## src/rtl/muldiv_pkg.sv

```systemverilog
// Shared encodings, FSM state type and counter sizing for the iterative HI/LO multiply/divide unit.
package muldiv_pkg;

   localparam logic [1:0] OP_MULT  = 2'b00;
   localparam logic [1:0] OP_MULTU = 2'b01;
   localparam logic [1:0] OP_DIV   = 2'b10;
   localparam logic [1:0] OP_DIVU  = 2'b11;

   typedef enum logic [1:0] {
      ST_IDLE,
      ST_CALC,
      ST_FIX
   } state_e;

   // Bits needed to count 0..n-1 (ceil(log2(n))), minimum 1.
   function automatic int unsigned log2(input int unsigned n);
      int unsigned r;
      r = 1;
      for (int unsigned i = 1; i < 32; i++) begin
         if ((64'd1 << i) < 64'(n)) r = i + 1;
      end
      return r;
   endfunction

endpackage

```

## src/rtl/muldiv_step.sv

```systemverilog
// One combinational iteration: right-shifting shift-add multiply or one restoring-division quotient bit.
module muldiv_step
   import muldiv_pkg::*;
#(
   parameter int unsigned WIDTH = 32
) (
   input  logic               is_div,
   input  logic [2*WIDTH-1:0] acc,
   input  logic [WIDTH-1:0]   opnd,
   input  logic               mul_bit,
   input  logic               div_bit,
   output logic [2*WIDTH-1:0] acc_next
);

   logic [WIDTH:0]   sum;
   logic [WIDTH:0]   rem_sh;
   logic [WIDTH:0]   diff;
   logic             fits;
   logic [WIDTH-1:0] rem_new;

   always_comb begin
      // Multiply: add multiplicand into the upper half, then shift the whole product right.
      sum     = {1'b0, acc[2*WIDTH-1:WIDTH]} + (mul_bit ? {1'b0, opnd} : '0);
      // Divide: upper half is the partial remainder, lower half collects quotient bits.
      rem_sh  = {acc[2*WIDTH-1:WIDTH], div_bit};
      diff    = rem_sh - {1'b0, opnd};
      fits    = (rem_sh >= {1'b0, opnd});
      rem_new = fits ? diff[WIDTH-1:0] : rem_sh[WIDTH-1:0];
      if (is_div) acc_next = {rem_new, acc[WIDTH-2:0], fits};
      else        acc_next = {sum, acc[WIDTH-1:1]};
   end

endmodule

```

## src/rtl/muldiv_unit.sv

```systemverilog
// Iterative MULT/MULTU/DIV/DIVU unit holding architectural HI/LO; busy stalls the pipeline while in flight.
module muldiv_unit
   import muldiv_pkg::*;
#(
   parameter int unsigned WIDTH = 32
) (
   input  logic             clk,
   input  logic             rst,
   input  logic             start,
   input  logic [1:0]       op,
   input  logic [WIDTH-1:0] a,
   input  logic [WIDTH-1:0] b,
   input  logic             hi_we,
   input  logic             lo_we,
   input  logic [WIDTH-1:0] wdata,
   output logic             busy,
   output logic             done,
   output logic [WIDTH-1:0] hi,
   output logic [WIDTH-1:0] lo
);

   localparam int unsigned   CW   = log2(WIDTH);
   localparam logic [CW-1:0] LAST = CW'(WIDTH - 1);

   state_e               state_q, state_d;
   logic                 busy_q, busy_d;
   logic                 done_q, done_d;
   logic [WIDTH-1:0]     hi_q, hi_d;
   logic [WIDTH-1:0]     lo_q, lo_d;
   logic [2*WIDTH-1:0]   acc_q, acc_d;
   logic [WIDTH-1:0]     opnd_q, opnd_d;
   logic [WIDTH-1:0]     shf_q, shf_d;
   logic [CW-1:0]        cnt_q, cnt_d;
   logic                 is_div_q, is_div_d;
   logic                 neg_p_q, neg_p_d;
   logic                 neg_r_q, neg_r_d;
   logic                 div0_q, div0_d;

   logic [2*WIDTH-1:0]   acc_next;
   logic                 sgn;
   logic [WIDTH-1:0]     a_mag, b_mag;
   logic [2*WIDTH-1:0]   prod_fix;
   logic [WIDTH-1:0]     quot_fix, rem_fix;

   muldiv_step #(.WIDTH(WIDTH)) u_step (
      .is_div   (is_div_q),
      .acc      (acc_q),
      .opnd     (opnd_q),
      .mul_bit  (shf_q[0]),
      .div_bit  (shf_q[WIDTH-1]),
      .acc_next (acc_next)
   );

   always_comb begin
      sgn      = ~op[0];
      a_mag    = (sgn && a[WIDTH-1]) ? -a : a;
      b_mag    = (sgn && b[WIDTH-1]) ? -b : b;
      prod_fix = neg_p_q ? -acc_q : acc_q;
      quot_fix = neg_p_q ? -acc_q[WIDTH-1:0] : acc_q[WIDTH-1:0];
      rem_fix  = neg_r_q ? -acc_q[2*WIDTH-1:WIDTH] : acc_q[2*WIDTH-1:WIDTH];

      state_d  = state_q;
      done_d   = 1'b0;
      hi_d     = hi_q;
      lo_d     = lo_q;
      acc_d    = acc_q;
      opnd_d   = opnd_q;
      shf_d    = shf_q;
      cnt_d    = cnt_q;
      is_div_d = is_div_q;
      neg_p_d  = neg_p_q;
      neg_r_d  = neg_r_q;
      div0_d   = div0_q;

      case (state_q)
         ST_IDLE: begin
            if (hi_we) hi_d = wdata;
            if (lo_we) lo_d = wdata;
            if (start) begin
               is_div_d = op[1];
               // Multiply iterates over the multiplier; divide shifts the dividend in MSB first.
               opnd_d   = op[1] ? b_mag : a_mag;
               shf_d    = op[1] ? a_mag : b_mag;
               neg_p_d  = sgn && (a[WIDTH-1] ^ b[WIDTH-1]);
               neg_r_d  = sgn && a[WIDTH-1] && op[1];
               div0_d   = op[1] && (b == '0);
               acc_d    = '0;
               cnt_d    = '0;
               state_d  = ST_CALC;
            end
         end
         ST_CALC: begin
            acc_d = acc_next;
            shf_d = is_div_q ? (shf_q << 1) : (shf_q >> 1);
            cnt_d = cnt_q + CW'(1);
            if (cnt_q == LAST) state_d = ST_FIX;
         end
         ST_FIX: begin
            if (is_div_q) begin
               // A zero divisor leaves |a| as the remainder, so sign fix-up restores a into HI.
               lo_d = div0_q ? '1 : quot_fix;
               hi_d = rem_fix;
            end else begin
               hi_d = prod_fix[2*WIDTH-1:WIDTH];
               lo_d = prod_fix[WIDTH-1:0];
            end
            done_d  = 1'b1;
            state_d = ST_IDLE;
         end
         default: state_d = ST_IDLE;
      endcase

      busy_d = (state_d != ST_IDLE);
   end

   always_ff @(posedge clk or negedge rst) begin
      if (!rst) begin
         state_q  <= ST_IDLE;
         busy_q   <= 1'b0;
         done_q   <= 1'b0;
         hi_q     <= '0;
         lo_q     <= '0;
         acc_q    <= '0;
         opnd_q   <= '0;
         shf_q    <= '0;
         cnt_q    <= '0;
         is_div_q <= 1'b0;
         neg_p_q  <= 1'b0;
         neg_r_q  <= 1'b0;
         div0_q   <= 1'b0;
      end else begin
         state_q  <= state_d;
         busy_q   <= busy_d;
         done_q   <= done_d;
         hi_q     <= hi_d;
         lo_q     <= lo_d;
         acc_q    <= acc_d;
         opnd_q   <= opnd_d;
         shf_q    <= shf_d;
         cnt_q    <= cnt_d;
         is_div_q <= is_div_d;
         neg_p_q  <= neg_p_d;
         neg_r_q  <= neg_r_d;
         div0_q   <= div0_d;
      end
   end

   assign busy = busy_q;
   assign done = done_q;
   assign hi   = hi_q;
   assign lo   = lo_q;

endmodule

```

## config.mk

```make
export PLATFORM = sky130hd
export DESIGN_NAME = muldiv_unit
export DESIGN_NICKNAME = d
export VERILOG_FILES = /design/src/rtl/muldiv_pkg.sv /design/src/rtl/muldiv_step.sv /design/src/rtl/muldiv_unit.sv
export SDC_FILE = /design/constraint.sdc
export NUM_CORES = 1
export LEC_CHECK = 0
export CAP_MARGIN = 0
export CORE_MARGIN = 2
export CORE_UTILIZATION = 59
export CTS_CLUSTER_DIAMETER = 30
export DETAILED_ROUTE_END_ITERATION = 12
export GPL_ROUTABILITY_DRIVEN = 1
export PLACE_DENSITY = 0.83
export SYNTH_ARGS = -nofsm -noshare
export SYNTH_HDL_FRONTEND = slang
export SYNTH_SLANG_ARGS = --single-unit
export TNS_END_PERCENT = 5
```

## constraint.sdc

```tcl
create_clock -name clk -period 4.1 [get_ports clk]
set_input_delay 0.82 -clock clk [delete_from_list [all_inputs] [get_ports clk]]
set_output_delay 0.82 -clock clk [all_outputs]
set_load 0.05 [all_outputs]
```

; ---- Word level (Yosys, flattened, before mapping)
; Index checks and enable logic that the tools add are counted.
[op_classes]
n_addsub = 8
mul = 0
n_div = 0
order_cmp = 1
n_eq_ne = 6
n_shift = 0
muxes = 28
bitwise_logic = 2
n_reduce_logical = 14
[ops]
columns = op, count
row1 = $mux W32, 15
row2 = $mux W64, 3
row3 = $pmux W32 S2, 3
row4 = $neg A32 Y32, 4
row5 = $pmux W64 S2, 1
row6 = $neg A64 Y64, 1
row7 = $add A32 B32 Y33, 1
row8 = $ge A33 B32 Y1, 1
row9 = $logic_not A32 Y1, 1
row10 = $sub A32 B32 Y32, 1
row11 = $pmux W5 S2, 1
row12 = $reduce_and A2 Y1, 4
row13 = $ne A2 B2 Y1 const B, 3
row14 = $reduce_bool A2 Y1, 3
row15 = $add A5 B1 Y5 const B, 1
row16 = $eq A5 B5 Y1 const B, 1
row17 = $logic_and A1 B1 Y1, 5
row18 = $mux W5, 1
row19 = $mux W2, 2
row20 = $pmux W2 S2, 1
row21 = $eq A2 B1 Y1 const B, 1
row22 = $eq A2 B2 Y1 const B, 1
row23 = $logic_not A2 Y1, 1
row24 = $mux W1, 1
row25 = 2 further kinds, 2
[word_totals]
ff_bits = 205
latchBits = 0
ramBits = 0
mem_bits_ro = 0
in_bits = 103
out_inout_bits = 66
wordCells = 72
memories = 0

; ---- Longest topological paths before layout
[depth]
depth_word = 6
ltp_mapped = 14
ltp_nobuf = 13

; ---- Hierarchy
; Synthesis repeated with hierarchy kept, for this count alone.
[hier_totals]
hier_cells = 2021
hier_area_um2 = 16911.2
[by_module_without_submodules]
columns = mod, instances, cells_each, area_per_inst_um2, seq_area_each_um2
row1 = muldiv_unit, 1, 1378, 12315.6, 5129.9
row2 = muldiv_step, 1, 643, 4595.7, 0.0

; ---- Least setup slack after synthesis
; Ideal clock, no wire load.
[synth_timing]
path_type = reg-to-reg
start = reg shf_q[0]
end = reg acc_q[61]
setup_ns = 0.065
arrival_ns = 3.320
required_ns = 4.035
slack_ns = 0.715
stages_incl_launch_ff = 15
n_path_buf = 1
synth_period_minus_slack_ns = 3.385
path_cell_list = dfrtp_1 clkbuf_1 and2_1 ha_1 inv_1 fa_1 nand2b_1 a211oi_1 o21ai_0 o21ai_0 a2111oi_0 or3_1 a2111o_1 o311ai_0 a21o_1
[synth_via]
elab_chain_len = 4
[synth_rtl]
columns = element, line
row1 = "start, declared", muldiv_unit.sv:32  ; logic [WIDTH-1:0] shf_q, shf_d;
row2 = "start signal, assigned", muldiv_unit.sv:125  ; shf_q <= '0;
row3 = "start signal, assigned", muldiv_unit.sv:139  ; shf_q <= shf_d;
row4 = $mux W32, muldiv_step.sv:23  ; sum = {1'b0, acc[2*WIDTH-1:WIDTH]} + (mul_bit ? {1'b0, opnd} : '0);
row5 = $add A32 B32 Y33, muldiv_step.sv:23
row6 = $mux W64, muldiv_step.sv:29  ; if (is_div) acc_next = {rem_new, acc[WIDTH-2:0], fits};
row7 = $pmux W64 S2, muldiv_unit.sv:75  ; case (state_q)
row8 = "end signal, assigned", muldiv_unit.sv:123  ; acc_q <= '0;
row9 = "end signal, assigned", muldiv_unit.sv:137  ; acc_q <= acc_d;
row10 = "end, declared", muldiv_unit.sv:30  ; logic [2*WIDTH-1:0] acc_q, acc_d;
; Every way passes these cells.
; A chain may end at the register's enable or synchronous reset.

; ---- Final worst setup path
[layout_timing]
start = reg shf_q[31]
end = reg acc_q[62]
[layout_via]
elab_chain_len = 4
elab_cells_between_ends = 5
cone_classes = 1 x add/sub / 1 x order compare / 3 x mux
[layout_rtl]
columns = element, line
row1 = $sub A32 B32 Y32 / $ge A33 B32 Y1 (equally long branches), "muldiv_step.sv:26, muldiv_step.sv:27"
row2 = $mux W32 (*), muldiv_step.sv:28  ; rem_new = fits ? diff[WIDTH-1:0] : rem_sh[WIDTH-1:0];
row3 = $mux W64 (*), muldiv_step.sv:29
row4 = $pmux W64 S2 (*), muldiv_unit.sv:75
; Every way passes the cells marked *; elsewhere a longest branch is shown, timed or not.

==> results by group <==
Cells and area
  – Synth-to-Final Area Change: 24.4%
  – Commonest non-fill, non-tap cell in the layout: nand2_1
  – Nets: roughly 2400
  – Most frequent cells in the layout: nand2_1 (255), o21ai_0 (233), dfrtp_1 (204)
  – Share of cells above drive strength 1: 0.0904
  – Cell area after layout: approximately 0.02 sq mm
  – Post-Layout Cell Count: around 2600

Clock network
  – Clock Path Buffers: 3
  – Clock Tree Root: clkbuf_16
  – # H-tree levels: 2
  – CTS tree: yes
  – CTS Sinks: between 200 and 250
  – Postcts setup bufs: 0
  – CTS Buf Count: 48
  – Clock transition at path regs: around 0.040 ns
  – Skew-Pair Late Insertion Delay: between 0.5 and 0.6 ns

Yosys
  – Compound-cell area share of the yosys netlist: 0.243
  – Synthesized Nets: ~2200
  – Syn. warnings: 0
  – Adder-Cell Fraction of Synth Area: 0.0558
  – Largest family of logic cells by synthesized area: compound AO/OA/AOI/OAI gates
  – Number of synthesized flops with an enable pin: 0
  – Async set-reset flop share out of synthesis: 1.00
  – Multiplexer share of the synthesized area: 0.0650
  – Mapped cell area: 0.0164 sq mm
  – Synth Flop Type: dfrtp_1
  – Number of synthesized register bits: 205
  – Post-synthesis simple-gate area fraction: 0.188
  – Seq/Total Area, Yosys: 0.313
  – Syn_area_per_cell: roughly 8.0 sq um
  – Mapped Cells: 2052
  – Post-Synth XOR/XNOR Area: 0.0886
  – Netlist cell types: 80

Critical path
  – R2r endpoint: acc_q[62]
  – Worst path most repeated cell: o21ai_0
  – Worst Setup End Kind: flop
  – Worst Path Arrival: ~4.2 ns
  – R2R depth: 13
  – CP Cell Sequence: inv_1 > ha_1 > inv_1 > fa_1 > a211oi_1 > o21ai_0 > nand3_1 > o21ai_0 > o21ai_0 > o21ai_0 > o41ai_1 > nor4b_1 > o32ai_1
  – Critical-path top delay cell: o41ai_1
  – Bufs and invs on worst path: 2
  – CP Launch Point: shf_q[31]
  – Startpoint Class: flop
  – Flop2flop setup slack: ~0.29 ns
  – CP Depth: 13
  – Crit-path leading delay family: compound AO/OA/AOI/OAI gates
  – Crit Path Max Fanout: 3
  – Critical Path RT: 4.50 ns
  – Setup CP Type: flop to flop
  – Slowest cell delay on critical path: 0.57 ns
  – R2r startpoint: shf_q[31]
  – Crit path to: acc_q[62]

Die
  – Die H: 171 um
  – Row cnt: 61
  – Die ar.: ~0.03 sq mm
  – Die X: between 150 and 200 um
  – # IOs: between 150 and 200
  – Core Area: around 0.028 sq mm
  – Initial Utilization: 0.596

Routing
  – Wirelength per Cell: approximately 22 um
  – Via count: about 17000
  – Number of iterations in the first detailed-routing pass: 6
  – DRT iter0 DRCs: 1705
  – DRC errors left: 0
  – Post-Route WL: 57200 um
  – ANT nets after route: 0
  – Number of vias per cell: about 6.3

Power
  – NetSw: slightly above 9 mW
  – Power share of the combinational group: 0.568
  – Max rail drop VDD: 0.000698 V
  – Clock power share: 0.212
  – PD cells: between 900 and 1000 mW/mm^2
  – Internal Power: approximately 10 mW
  – Static Leakage: about 8.6 nW
  – Flop pwr share: 0.220
  – Total power: ~19 mW
  – Sw Ratio: 0.470

Global routing
  – Initial antenna violation count: 2
  – First-pass GRT wire length: about 90000 um
  – Overflow after GRT: 0
  – Vias in the first global route: around 16000
  – Largest net degree at the start of global routing: about 110
  – GRT Overall Usage: 0.388

Timing
  – Hold Vio Cnt, Final: 0
  – Clock skew: around 0.019 ns
  – Peak Freq: 263 MHz
  – RSZ-0062 raised after global routing: no
  – Slew HR: 0.232
  – WHS: about 0.36 ns
  – Min Tclk post-route: approximately 3.8 ns
  – # setup viols final: 0
  – Final Cycle Share: 0.929
  – Final max-slew violation count: 0
  – Slew at the pin with the worst max-slew slack: between 1 and 1.5 ns
  – Final TNS setup: 0 ns

Flow run
  – Max-Cap Viols: 0

Placement
  – Detailed placement HPWL: 43000 um
  – Post-Place Cell Area: 0.0187 sq mm
  – Cells after DPL: between 2000 and 3000
  – IO buf count: around 170
  – RePlAce Congestion: 1.03

Worst hold path
  – Hold WC Path Type: input pin to asynchronous set/reset pin

Outcome
  – Outcome: finished clean
## cell type report
class / instances / area (sq um)
clock inverter: 33 / 494
timing repair buffer: 242 / 2260
inverter: 72 / 270
sequential: 205 / 5130
antenna: 2 / 5.00
clock buffer: 56 / 1260
tap: 378 / 473
multi-input combinational: 1649 / 10500
fill: 2102 / 7130
## stage by stage
| step | setup WS [ns] | util |
|---|---|---|
| 4_1_cts | 0.213 | 0.741 |
| 5_1_grt | 0.0494 | 0.741 |
| 2_1_floorplan | 0.715 | - |
| 3_3_place_gp | 0.250 | 0.677 |
| 3_5_place_dp | 0.181 | 0.677 |
| 6_report | 0.293 | 0.741 |
## cell usage after synthesis, types with 13 or more instances
library cell / count / area (sq um)
nor2b_1: 15 / 93.8
a21o_1: 22 / 165
nor3_1: 39 / 195
or4_1: 17 / 128
o211ai_1: 19 / 143
nor2_1: 145 / 544
inv_1: 70 / 263
o21ai_0: 234 / 1170
a31oi_1: 19 / 119
mux2i_1: 93 / 931
nand3_1: 31 / 155
dfrtp_1: 205 / 5130
o31ai_1: 27 / 203
a21oi_1: 175 / 876
and2_1: 39 / 244
xnor2_1: 103 / 902
nand2b_1: 18 / 113
xor2_1: 63 / 552
or3_1: 19 / 119
nand2_1: 255 / 957
ha_1: 70 / 876
a211oi_1: 13 / 97.6
clkbuf_1: 103 / 387
or2_2: 13 / 81.3
o22ai_1: 38 / 238
## routing by layer
layer / GRT usage / routed length [um] / vias to the layer above
li1: - / - / 7747
met1: 0.474 / 22700 / 7865
met2: 0.633 / 26300 / 839
met3: 0.0648 / 4160 / 166
met4: 0.261 / 4000 / 0
met5: 0 / 0 / -
## power groups by stage
stage / Combinational, mW / Clock (mW) / Sequential [mW]
finish: 11.0 / 4.11 / 4.27
global route: 11.9 / 4.25 / 4.35
CTS: 10.9 / 4.12 / 4.20
detailed placement: 10.7 / 0 / 4.22
global placement: 10.5 / 0 / 4.18
floorplan: 6.86 / 0 / 4.69
## timing repair
item                       4_1_cts  5_1_grt
hold buffers                     0        0
setup endpoints to repair        0        1
gates resized for setup          0        1
## worst min-delay path by stage
stage / from / endpoint / slack (ns) / cells after the start
after floorplan: cnt_q[3] / cnt_q[3] / 0.45 / 1
after global placement: hi[0] / hi[0] / 0.46 / 2
after detailed placement: lo[10] / lo[10] / 0.47 / 2
after CTS: rst / hi[9] / 0.41 / 1
after global routing: rst / done / 0.44 / 1
final: rst / done / 0.36 / 1
## sequential cells by signal, summed over array words and instances (netlist names)
| signal | count |
|---|---|
| neg_p_q | 1 |
| cnt_q | 5 |
| shf_q | 32 |
| lo | 32 |
| neg_r_q | 1 |
| opnd_q | 32 |
| hi | 32 |
| state_q | 2 |
| acc_q | 64 |
| done | 1 |
| busy | 1 |
| div0_q | 1 |
| is_div_q | 1 |
## kinds of logic (layout without fill, tap and decap cells)
| family | Yosys count | in the layout |
|---|---|---|
| muxes | 105 | 105 |
| xor gates and xnor gates | 166 | 166 |
| DFF | 205 | 205 |
| AOI/OAI and AO/OA | 656 | 656 |
| other | 0 | 2 |
| buffers and inverters | 198 | 403 |
| and+or+nand+nor | 650 | 650 |
| adders and majority gates | 72 | 72 |
Power figures use the tool's default switching activity.
